<file path="config.mk">
export PLATFORM = sky130hd
export DESIGN_NAME = depth_hole_fill_fp16
export DESIGN_NICKNAME = d
export VERILOG_FILES = /design/src/rtl/depth_hole_fill_fp16.sv
export SDC_FILE = /design/constraint.sdc
export NUM_CORES = 1
export LEC_CHECK = 0
export ABC_AREA = 1
export ABC_CLOCK_PERIOD_IN_PS = 5400
export CAP_MARGIN = 40
export CELL_PAD_IN_SITES_DETAIL_PLACEMENT = 0
export CELL_PAD_IN_SITES_GLOBAL_PLACEMENT = 2
export CORE_UTILIZATION = 26
export CTS_BUF_LIST = sky130_fd_sc_hd__clkbuf_8
export DETAILED_ROUTE_END_ITERATION = 10
export PLACE_DENSITY = 0.79
export SYNTH_ARGS = -nofsm -noshare
export SYNTH_HDL_FRONTEND = slang
export SYNTH_SLANG_ARGS = --single-unit
</file>
<file path="constraint.sdc">
create_clock -name clk_i -period 5.4 [get_ports clk_i]
set_clock_uncertainty 0.2 [all_clocks]
set_input_delay 0.81 -clock clk_i [delete_from_list [all_inputs] [get_ports clk_i]]
set_output_delay 0.81 -clock clk_i [all_outputs]
set_load 0.01 [all_outputs]
</file>
<file path="src/rtl/depth_hole_fill_fp16.sv">
// Row-wise hole filler for the fp16 depth stream: invalid pixels (7FFF)
// take the last valid depth of the row for up to MAX_RUN pixels.
// Ports: clk_i/rst_i; pixel stream in (data/confidence/col/row/valid_i),
// frame geometry (last_col_i/last_row_i), fill_enable_i; registered
// stream out (data/confidence/col/row/valid/filled_o) and per-frame
// statistics (invalid_count_o, filled_count_o, frame_done_o).
module depth_hole_fill_fp16 #(
    parameter int MAX_RUN = 8,
    parameter int CNT_W   = 20
) (
    input  logic             clk_i,
    input  logic             rst_i,
    input  logic [15:0]      data_i,
    input  logic [15:0]      confidence_i,
    input  logic [15:0]      col_i,
    input  logic [15:0]      row_i,
    input  logic             valid_i,
    input  logic [15:0]      last_col_i,
    input  logic [15:0]      last_row_i,
    input  logic             fill_enable_i,
    output logic [15:0]      data_o,
    output logic [15:0]      confidence_o,
    output logic [15:0]      col_o,
    output logic [15:0]      row_o,
    output logic             valid_o,
    output logic             filled_o,
    output logic [CNT_W-1:0] invalid_count_o,
    output logic [CNT_W-1:0] filled_count_o,
    output logic             frame_done_o
);
    localparam logic [15:0]      INV_MARK = 16'h7FFF;
    localparam logic [7:0]       RUN_MAX  = 8'(MAX_RUN);
    localparam logic [CNT_W-1:0] CNT_SAT  = '1;

    logic             hold_valid_q, hold_valid_d;
    logic [15:0]      hold_data_q, hold_data_d;
    logic [7:0]       run_q, run_d;
    logic [CNT_W-1:0] inv_acc_q, fill_acc_q;
    logic [CNT_W-1:0] inv_sum, fill_sum;

    logic             row_start, ref_valid, is_inv, do_fill, frame_end;
    logic [7:0]       run_cur;

    always_comb begin
        // A new row never inherits the previous row's reference.
        row_start = (col_i == 16'd0);
        ref_valid = hold_valid_q & ~row_start;
        run_cur   = row_start ? 8'd0 : run_q;
        is_inv    = (data_i == INV_MARK);
        do_fill   = is_inv & fill_enable_i & ref_valid & (run_cur < RUN_MAX);
        frame_end = valid_i & (col_i == last_col_i) & (row_i == last_row_i);

        inv_sum  = (is_inv && inv_acc_q != CNT_SAT)
                   ? inv_acc_q + CNT_W'(1) : inv_acc_q;
        fill_sum = (do_fill && fill_acc_q != CNT_SAT)
                   ? fill_acc_q + CNT_W'(1) : fill_acc_q;

        hold_valid_d = hold_valid_q;
        hold_data_d  = hold_data_q;
        run_d        = run_q;
        if (valid_i) begin
            if (!is_inv) begin
                hold_valid_d = 1'b1;
                hold_data_d  = data_i;
                run_d        = 8'd0;
            end else begin
                hold_valid_d = ref_valid;
                run_d        = do_fill ? run_cur + 8'd1 : run_cur;
            end
        end
    end

    always_ff @(posedge clk_i or posedge rst_i) begin
        if (rst_i) begin
            hold_valid_q    <= 1'b0;
            hold_data_q     <= 16'h0000;
            run_q           <= 8'd0;
            inv_acc_q       <= '0;
            fill_acc_q      <= '0;
            data_o          <= 16'h0000;
            confidence_o    <= 16'h0000;
            col_o           <= 16'h0000;
            row_o           <= 16'h0000;
            valid_o         <= 1'b0;
            filled_o        <= 1'b0;
            invalid_count_o <= '0;
            filled_count_o  <= '0;
            frame_done_o    <= 1'b0;
        end else begin
            hold_valid_q <= hold_valid_d;
            hold_data_q  <= hold_data_d;
            run_q        <= run_d;
            data_o       <= (valid_i && do_fill) ? hold_data_q : data_i;
            confidence_o <= confidence_i;
            col_o        <= col_i;
            row_o        <= row_i;
            valid_o      <= valid_i;
            filled_o     <= valid_i & do_fill;
            frame_done_o <= frame_end;
            if (frame_end) begin
                invalid_count_o <= inv_sum;
                filled_count_o  <= fill_sum;
                inv_acc_q       <= '0;
                fill_acc_q      <= '0;
            end else if (valid_i) begin
                inv_acc_q  <= inv_sum;
                fill_acc_q <= fill_sum;
            end
        end
    end
endmodule

</file>
==> results of run 1 <==
## state kept, by name, indices dropped and copies added (netlist names)
| name | flops |
|---|---|
| valid_o | 1 |
| confidence_o | 16 |
| filled_count_o | 20 |
| fill_acc_q | 20 |
| hold_data_q | 16 |
| frame_done_o | 1 |
| hold_valid_q | 1 |
| col_o | 16 |
| row_o | 16 |
| run_q | 8 |
| filled_o | 1 |
| invalid_count_o | 20 |
| data_o | 16 |
| inv_acc_q | 20 |
## synthesized netlist by cell type (4+ instances only)
| cell | number |
|---|---|
| nand4_2 | 6 |
| nor2_2 | 4 |
| nand2_1 | 356 |
| a21boi_0 | 15 |
| buf_6 | 7 |
| dfrtp_1 | 172 |
| buf_2 | 12 |
| inv_1 | 115 |
| xor2_1 | 24 |
| nor2_4 | 5 |
| nand4_1 | 24 |
| nand2_2 | 6 |
| o21ai_0 | 35 |
| nand3_1 | 53 |
| inv_2 | 5 |
| nor2_1 | 80 |
| nor3_1 | 22 |
| or2_2 | 4 |
| o22ai_1 | 13 |
| clkbuf_1 | 12 |
| o21ai_1 | 33 |
## cells by family after synthesis
logic type,share of synthesized area [%]
and+or+nand+nor,30.2
xor gates and xnor gates,2.85
adders and majority gates,0.453
DFF,51.9
buffers and inverters,7.65
AOI/OAI and AO/OA,6.94
## report_power, final
part | total (uW) | switching [uW] | internal (uW) | leakage [uW]
Sequential | 1400 | 50.0 | 1350 | 0.00220
Clock | 927 | 571 | 356 | 0.000197
Combinational | 379 | 200 | 179 | 0.00270
## worst register-to-register path, cell delays in order (launching register included)
cell	delay, ns
dfrtp_1	0.41
ha_1	0.22
nand2_2	0.09
nor2_2	0.10
nand2_2	0.11
nor2_4	0.15
nand2_2	0.10
nor2_4	0.13
nand2_2	0.47
nand4_1	0.30
nand2_1	0.12
nand2_1	0.08
nand2_1	0.05
## worst max path at each step
stage / from / endpoint / slack, ns
CTS: valid_i / fill_acc_q[8] / 2.35
finish: valid_i / fill_acc_q[0] / 2.35
global route: valid_i / fill_acc_q[0] / 2.10
floorplan: rst_i / col_o[0] / 2.19
detailed placement: valid_i / inv_acc_q[16] / 1.77
global placement: col_i[11] / data_o[9] / 1.58
## per-stage QoR
stage          utilization, %  worst slack, ns  std cells
2_1_floorplan               -             2.19       1030
3_5_place_dp             34.3             1.77       1617
5_1_grt                  35.5             2.10       1649
6_report                 35.5             2.35       1649
4_1_cts                  35.5             2.35       1649
3_3_place_gp             34.1             1.58       1613
## metal layers
| layer | up-vias | wire (um) | part of all wire (%) | track usage [%] |
|---|---|---|---|---|
| met5 | - | 0 | 0 | 0 |
| met4 | 0 | 264 | 1.1 | 4.14 |
| met3 | 17 | 1060 | 4.4 | 3.80 |
| met2 | 171 | 11200 | 47 | 25.4 |
| met1 | 3323 | 11300 | 47 | 19.8 |
| li1 | 3662 | - | - | - |
## layout by cell type, fill, tap and decap left out
master           Yosys  layout
clkbuf_8             0      18
nor3b_1              3       3
inv_6                0       5
clkinv_4             0       3
buf_6                7       1
buf_8                0       1
nand3_2              3       3
a21oi_2              2       2
nor3_2               2       2
inv_2                5       5
nor2_2               4       5
dfrtp_1            172     172
ha_1                 3       3
inv_1              115     114
nor2_4               5       5
nor2_1              80      79
o21ai_1             33      33
nand4_1             24      24
clkinv_8             0       2
and2_1               1       1
nand2_1            356     356
or2_2                4       4
nand2_2              6       6
o21ai_2              1       1
xor2_1              24      24
buf_12               0       2
clkinvlp_4           0       2
nand3b_1             3       3
o21ai_0             35      35
nor4_1               3       3
xnor2_1              3       3
nor3_1              22      22
a21boi_0            15      15
a21oi_1              3       3
o22ai_1             13      13
nand3_1             53      53
inv_8                0       3
buf_4                0       6
clkdlybuf4s50_1      0     206
nand4_2              6       6
## area by class of cell
type / instances / area, um2 / area share (%)
flip-flops and latches: 172 / 4300 / 38.5
multi-input cells: 707 / 3350 / 30.0
repair buffers: 216 / 2170 / 19.4
well taps: 402 / 503 / 4.50
inverters: 120 / 454 / 4.06
clock buffers: 18 / 248 / 2.22
clock inverters: 14 / 144 / 1.29
==> results.md, run 1 <==
- Hold crit path type: reg2reg
- Ranking of synthesized cells by area: dfrtp_1 52%, nand2_1 16%, inv_1 5.2%
- Post-DRT Antenna Nets: 0
- Ant diodes: 0
- Critical Path Sink Type: register
- Status: completed
- First-pass GRT wire length: roughly 39000 um
- Setup Buffers After CTS: 0
- Worst Hold End: filled_count_o[2]
- Clock transition at the registers of the reported paths: roughly 0.10 ns
- Max-slew violations: 0
- Slew margin rel.: about 44%
- GRT overflow: 0
- Hold-fix buffers, CTS: 0
- Async set-reset flop share out of synthesis: 100%
- Area Overhead vs Synth: 34.9%
- Netlist Area Pre-Place: slightly above 0.008 mm2
- RSZ-0062 raised after global routing: false
- CTS tree: yes
- Clock Latency Late Sink: approximately 0.5 ns
- Initial Util: a little over a quarter
- Post-route setup TNS: 0 ns
- Cell Chain, Critical Path: clkdlybuf4s50_1, inv_2, nor2_1, nand3b_1, nor2_1, nand3_1, nor2_2, nor2_2, buf_4, nand2_1, o21ai_1
- R2r startpoint: fill_acc_q[1]
- DR pass1 iterations: 5
- Port-buffer cells: between 200 and 250
- Fmax: between 300 and 400 MHz
- Cell family with most CP delay: simple AND/OR/NAND/NOR gates
- Final WL: around 24000 um
- Critical Path AT: roughly 3.2 ns
- Post-synth top area cell: dfrtp_1
- Cell Area, Placed: roughly 0.011 mm2
- Slew @ Worst Pin: 0.846 ns
- Nets: about 1300
- Distinct cells, synth: 32
- Share of cells above drive strength 1: 6.58%
- Row Count: between 60 and 70
- DRC violation total after the first TritonRoute iteration: 452
- Hold wc startpoint: filled_count_o[2]
- Worst Hold Margin: between 0.2 and 0.3 ns
- Register area share after synthesis: roughly 52%
- Final Cell Area: 0.0112 mm2
- Max rail drop VDD: 0.126 mV
- Total CTS buffers: 17
- Avg Synthesized Cell Area: slightly above 8 um2
- Reg2reg end: filled_count_o[5]
- CTS Buffer Depth: 2
- Required time worst endpoint: 5.57 ns
- Max Cap Violations: 0
- RD Place Congestion: roughly 0.82
- Final hold viol count: 0
- Largest net degree at the start of global routing: between 100 and 150
- Initial antenna violation count: 0
- Fin crit period: slightly above 3 ns
- Die width: approximately 180 um
- Drt drc: 0
- Worst R2R Path Depth: 12
- Chip height: approximately 180 um
- Io pins: between 200 and 250
- Flops & latches, synth: approximately 170
- DP Wirelength: around 17000 um
- Number of global-route vias before repair: between 7000 and 8000
- Final setup fails: 0
- Core Area: 0.0315 mm2
- CTS H-tree depth: 4
- EDFF count, synth: 0
- CTS root buf: clkbuf_8
- CTS sink cnt: 172
- R2r setup slk: 2.79 ns
- GRT Util Overall: between 10% and 20%
- Largest stage delay on the critical path: a little under 0.7 ns
- CP max stage cell: nor2_2
- Filler cells: 3281
- Mapped Cells: approximately 1000
- CP Buf/Inv Count: 3
- Avg WL per Cell: ~14 um
- Final total power: about 2700 uW
- Vias per cell: between 4 and 5
- Synth Flop Type: dfrtp_1
- Syn Nets: 1133
- Yosys top cell area share: about half
- Die footprint: roughly 0.033 mm2
- Crit Path Class: in2reg
- Syn. warnings: 0
- Power Density: between 200 and 250 mW/mm2
- Via count: between 7000 and 8000
- Min-Delay Path Depth: 2
- Crit. path cell count: 11
- PostCTS Resize Cnt: 0
- Tcrit/Tclk final: between 50% and 60%
- Startpoint Class: input pin
- Worst Path Max Fanout: 30
- Leak: between 0.005 and 0.006 uW
Note: power is estimated with default switching activity, not from simulation.
==> run 2: changes to the inputs <==
--- a/config.mk
+++ b/config.mk
@@ -6,14 +6,14 @@
 export NUM_CORES = 1
 export LEC_CHECK = 0
 export ABC_AREA = 1
-export ABC_CLOCK_PERIOD_IN_PS = 5400
+export ABC_CLOCK_PERIOD_IN_PS = 3100
 export CAP_MARGIN = 40
 export CELL_PAD_IN_SITES_DETAIL_PLACEMENT = 0
 export CELL_PAD_IN_SITES_GLOBAL_PLACEMENT = 2
-export CORE_UTILIZATION = 26
+export CORE_UTILIZATION = 29
 export CTS_BUF_LIST = sky130_fd_sc_hd__clkbuf_8
 export DETAILED_ROUTE_END_ITERATION = 10
-export PLACE_DENSITY = 0.79
+export PLACE_DENSITY = 0.83
 export SYNTH_ARGS = -nofsm -noshare
 export SYNTH_HDL_FRONTEND = slang
 export SYNTH_SLANG_ARGS = --single-unit
==> constraint.sdc (replaced) <==
create_clock -name clk_i -period 3.1 [get_ports clk_i]
set_clock_uncertainty 0.2 [all_clocks]
set_input_delay 0.465 -clock clk_i [delete_from_list [all_inputs] [get_ports clk_i]]
set_output_delay 0.465 -clock clk_i [all_outputs]
set_load 0.01 [all_outputs]
==> run 2 against run 1 <==
Compared with the run above: non-clock buffer count is 11 higher; power rose by 78%; die area is 10% lower; global-route usage increased by 1.4 points; first-iteration DRC count fell by 36%; wire length is 2.5% lower; largest power group unchanged.
==> results.md, run 2 (synthesized netlist as in run 1, its figures left out) <==
- Status: completed
- Max rail drop VDD: ~0.2 mV
- Total CTS buffers: 17
- RSZ-0062 raised after global routing: false
- R2r setup slk: 0.73 ns
- Tcrit/Tclk final: roughly 84%
- Final hold viol count: 0
- Largest net degree at the start of global routing: ~140
- Final WL: between 20000 and 25000 um
- Hold-fix buffers, CTS: 0
- Crit Path Class: in2reg
- RD Place Congestion: between 0.8 and 0.9
- Number of global-route vias before repair: 7207
- CTS Buffer Depth: 2
- Register area: approximately 0.0043 mm2
- Final Cell Area: 0.0113 mm2
- Final setup fails: 0
- Core Area: roughly 0.028 mm2
- Filler cells: 2895
- Max-slew violations: 0
- Slew @ Worst Pin: around 0.77 ns
- Row Count: a little over 60
- Cell Area, Placed: about 0.011 mm2
- Fmax: about 390 MHz
- Commonest non-fill, non-tap cell in the layout: nand2_1
- Chip height: around 170 um
- Initial antenna violation count: 1
- Multi-input gate area: 0.00335 mm2
- Critical path endpoint: fill_acc_q[0]
- Share of cells above drive strength 1: 7.39%
- PostCTS Resize Cnt: 0
- Post-route setup TNS: 0 ns
- CTS H-tree depth: 4
- Die footprint: about 0.029 mm2
- Hold crit path type: in2reg
- First-pass GRT wire length: between 30000 and 40000 um
- Port-buffer cells: between 200 and 250
- Worst Path Max Fanout: 37
- CTS root buf: clkbuf_8
- Ant diodes: 0
- Critical Path Sink Type: register
- Via count: slightly above 7000
- Hold wc startpoint: confidence_i[12]
- Startpoint Class: input pin
- CP Launch Point: col_i[7]
- Worst R2R Path Depth: 13
- GRT Util Overall: between 10% and 20%
- Area Overhead vs Synth: 36.3%
- Drt drc: 0
- Clock Latency Late Sink: around 0.47 ns
- Fin crit period: approximately 2.6 ns
- Most Used Layer, Global Route: met2
- Leading cell types in the layout, fill and taps excluded: 356 x nand2_1, 206 x clkdlybuf4s50_1, 172 x dfrtp_1
- Met2 Usage GRT: between 20% and 30%
- Power Density: roughly 430 mW/mm2
- DR pass1 iterations: 4
- Met1 usage: around 22%
- Avg WL per Cell: about 14 um
- Nets: roughly 1300
- Vias per cell: approximately 4.4
- Slew margin rel.: between 40 and 50%
- Max Cap Violations: 0
- GRT overflow: 0
- Post-DRT Antenna Nets: 0
- Grt met3 use: approximately 3.1%
- Reg2reg end: filled_count_o[12]
- Leak: roughly 0.0052 uW
- CTS tree: yes
- Initial Util: between 20% and 30%
- Critical Path AT: about 2.8 ns
- Required time worst endpoint: about 3.3 ns
- Setup Buffers After CTS: 0
- Clock transition at the registers of the reported paths: ~0.11 ns
- R2r startpoint: fill_acc_q[0]
- CTS sink cnt: roughly 170
- Die width: between 150 and 200 um
- Io pins: 207
- DRC violation total after the first TritonRoute iteration: about 290
- DP Wirelength: ~17000 um
-- run 2: cell type report --
cell class                      count  share of cell area, %
Clock buffer                       17                   2.07
Clock inverter                     15                   1.71
Inverter                          120                   4.02
Multi-Input combinational cell    707                   29.7
Sequential cell                   172                   38.1
Tap cell                          378                   4.19
Timing Repair Buffer              227                   20.2
-- run 2: critical path: stages --
cell	delay, ns
clkdlybuf4s50_1	0.47
buf_4	0.17
nor2_1	0.08
nand2_1	0.06
nor2_1	0.20
nand2_1	0.27
o21ai_1	0.21
nand2_1	0.13
nor2_4	0.12
buf_12	0.20
nand2_1	0.09
nand2_1	0.07
nand2_1	0.06
nand2_1	0.06
o21ai_1	0.06
-- run 2: how the worst min path moves through the flow --
stage	endpoint	cells past startpoint
global route	confidence_o[11]	1
global placement	invalid_count_o[17]	2
CTS	confidence_o[11]	1
floorplan	data_o[15]	2
finish	confidence_o[12]	1
detailed placement	filled_count_o[15]	2
-- run 2: through the flow --
stage	power [uW]	hold WS [ns]	utilization (%)	std cells	setup slack, ns
3_5_place_dp	3170	0.265	38.9	1604	0.0108
5_1_grt	5070	0.184	40.4	1636	0.299
4_1_cts	4900	0.177	40.4	1636	0.521
2_1_floorplan	2800	0.242	-	1030	0.238
6_report	4810	0.213	40.4	1636	0.510
3_3_place_gp	3150	0.263	38.8	1602	0.00975
-- run 2: metal layers --
layer	part of all wire, %	wire [um]
met5	0.056	13
met2	47	10800
met4	1.1	260
met1	47	11000
met3	4.9	1140
-- run 2: where the power goes --
group | internal (uW) | leakage, uW | total (uW) | switching, uW
sequential | 2360 | 0.00220 | 2440 | 87.7
clock | 696 | 0.000214 | 1700 | 1000
combinational | 318 | 0.00276 | 667 | 349
==> run 3: changes to the inputs <==
--- a/config.mk
+++ b/config.mk
@@ -6,14 +6,14 @@
 export NUM_CORES = 1
 export LEC_CHECK = 0
 export ABC_AREA = 1
-export ABC_CLOCK_PERIOD_IN_PS = 3100
+export ABC_CLOCK_PERIOD_IN_PS = 2300
 export CAP_MARGIN = 40
 export CELL_PAD_IN_SITES_DETAIL_PLACEMENT = 0
 export CELL_PAD_IN_SITES_GLOBAL_PLACEMENT = 2
-export CORE_UTILIZATION = 29
+export CORE_UTILIZATION = 26
 export CTS_BUF_LIST = sky130_fd_sc_hd__clkbuf_8
 export DETAILED_ROUTE_END_ITERATION = 10
-export PLACE_DENSITY = 0.83
+export PLACE_DENSITY = 0.79
 export SYNTH_ARGS = -nofsm -noshare
 export SYNTH_HDL_FRONTEND = slang
 export SYNTH_SLANG_ARGS = --single-unit
==> constraint.sdc (replaced) <==
create_clock -name clk_i -period 2.3 [get_ports clk_i]
set_clock_uncertainty 0.2 [all_clocks]
set_input_delay 0.345 -clock clk_i [delete_from_list [all_inputs] [get_ports clk_i]]
set_output_delay 0.345 -clock clk_i [all_outputs]
set_load 0.01 [all_outputs]
==> run 3 against run 2 <==
Compared with the run above: highest routed layer is now met4; sequential power increased by 34%; non-clock buffer count increased by 70; combinational power increased by 51%; utilization decreased by 2.5 points; via count increased by 2.6%; first-iteration DRC count increased by 42%; wire length increased by 7.1%; critical path depth decreased by 3; clock power increased by 33%.
==> results.md, run 3 (synthesized netlist as in run 1, its figures left out) <==
- Row Count: 65
- Worst Hold Margin: about 0.094 ns
- Area Overhead vs Synth: 44.0%
- Post-route setup TNS: 0 ns
- Status: completed
- CTS tree: yes
- Crit Path Class: in2reg
- Slew margin rel.: a little under three quarters
- Tcrit/Tclk final: between 90% and 100%
- Final setup fails: 0
- CP max stage cell: clkdlybuf4s50_1
- First-pass GRT wire length: 40800 um
- Total CTS buffers: 17
- Core Area: approximately 0.031 mm2
- Vias per cell: 4.29
- Clock transition at the registers of the reported paths: roughly 0.10 ns
- GRT overflow: 0
- GRT Util Overall: 15.9%
- Hold crit path type: in2reg
- Die footprint: ~0.033 mm2
- Critical Path Sink Type: register
- Initial antenna violation count: 0
- CTS root buf: clkbuf_8
- Number of global-route vias before repair: 7535
- Leak: 0.00554 uW
- CTS H-tree depth: 4
- Via count: approximately 7400
- Largest stage delay on the critical path: 0.44 ns
- DR pass1 iterations: 7
- Fin crit period: 2.20 ns
- Avg WL per Cell: between 10 and 15 um
- Leading cell types in the layout, fill and taps excluded: 355 x nand2_1, 206 x clkdlybuf4s50_1, 171 x dfrtp_1
- Largest net degree at the start of global routing: 67
- Share of cells above drive strength 1: between 10% and 20%
- Power Density: roughly 550 mW/mm2
- Clock Latency Late Sink: about 0.48 ns
- Final WL: approximately 25000 um
- Ant diodes: 0
- Die width: 181 um
- Cell Chain, Critical Path: clkdlybuf4s50_1, buf_4, nand2_1, o21ai_0, nor2_1, nand2_1, nor2_1, nand3_1, buf_4, o21ai_1, buf_12, o22ai_1
- RD Place Congestion: 0.840
- CTS sink cnt: ~170
- Required time worst endpoint: between 2 and 2.5 ns
- DP Wirelength: around 18000 um
- Max Cap Violations: 0
- CTS Buffer Depth: 2
- Max rail drop VDD: just over 0.3 mV
- Startpoint Class: input pin
- DRC violation total after the first TritonRoute iteration: 414
- Drt drc: 0
- Final hold viol count: 0
- Filler cells: 3214
- Commonest non-fill, non-tap cell in the layout: nand2_1
- Io pins: 207
- Slew @ Worst Pin: between 0.4 and 0.5 ns
- Worst Path Max Fanout: 14
- Max-slew violations: 0
- Critical Path AT: ~2.4 ns
- Initial Util: 26.3%
- Port-buffer cells: 206
- Chip height: approximately 180 um
- Nets: between 1000 and 1500
- Fmax: around 450 MHz
- Post-DRT Antenna Nets: 0
==> run 3: cell types whose count changed in the layout (fill, tap and decap cells not counted), sizes merged <==
cell | previous run | this run
buf | 21 | 90
clkbuf | 17 | 20
clkinv | 6 | 3
dlygate4sd3 | 0 | 1
==> run 3: per-layer routing <==
layer | vias to the layer above | routed length, um | global-route usage, %
met5 | - | 0 | 0
met4 | 0 | 316 | 4.41
met3 | 15 | 1200 | 3.76
met2 | 173 | 11600 | 26.0
met1 | 3413 | 11800 | 21.0
li1 | 3825 | - | -
==> run 3: final cells by class <==
class / count / area, um2 / share of cell area (%)
clock inverters: 12 / 124 / 1.04
inverters: 120 / 454 / 3.81
clock buffers: 20 / 275 / 2.31
flip-flops and latches: 172 / 4310 / 36.1
multi-input cells: 707 / 3380 / 28.3
well taps: 402 / 503 / 4.21
repair buffers: 297 / 2900 / 24.3
==> run 3: power by group <==
| part | internal (uW) | switching, uW | leakage (uW) |
|---|---|---|---|
| registers | 3180 | 108 | 0.00220 |
| logic | 505 | 503 | 0.00313 |
| clock network | 979 | 1290 | 0.000209 |
| total | 4660 | 1900 | 0.00554 |
==> run 3: timing repair <==
action,CTS,global route
gates resized for setup,0,5
hold buffers,1,0
buffers inserted,0,2
setup endpoints to repair,0,55
endpoints found under the hold margin,10,0
==> run 3: final timing paths <==
check | startpoint | end | slack [ns] | depth (start not counted)
max | col_i[1] | inv_acc_q[14] | 0.1 | 12
min | confidence_i[15] | confidence_o[15] | 0.09 | 1
max reg2reg | fill_acc_q[1] | filled_count_o[16] | 0.16 | 13
min reg2reg | hold_data_q[15] | data_o[15] | 0.29 | 2
max in group asynchronous | rst_i | row_o[6] | 0.65 | 4
min in group asynchronous | rst_i | confidence_o[13] | 0.56 | 3
==> run 3: per-stage QoR <==
step	cell area (um2)	std cells	setup slack (ns)	util [%]	power, uW
2_1_floorplan	8290	1030	-0.442	-	3770
3_3_place_gp	11500	1695	-0.457	36.5	4350
3_5_place_dp	11500	1695	-0.455	36.5	4350
4_1_cts	11900	1728	0.0492	37.8	6690
5_1_grt	11900	1730	-0.0117	37.9	6910
6_report	11900	1730	0.0991	37.9	6560
==> run 3: worst max-delay path: cells and delay by family <==
family	cells	cell delay [ns]
AO/OA/AOI/OAI	3	0.37
AND/OR/NAND/NOR	5	0.69
buffers and inverters	4	0.95
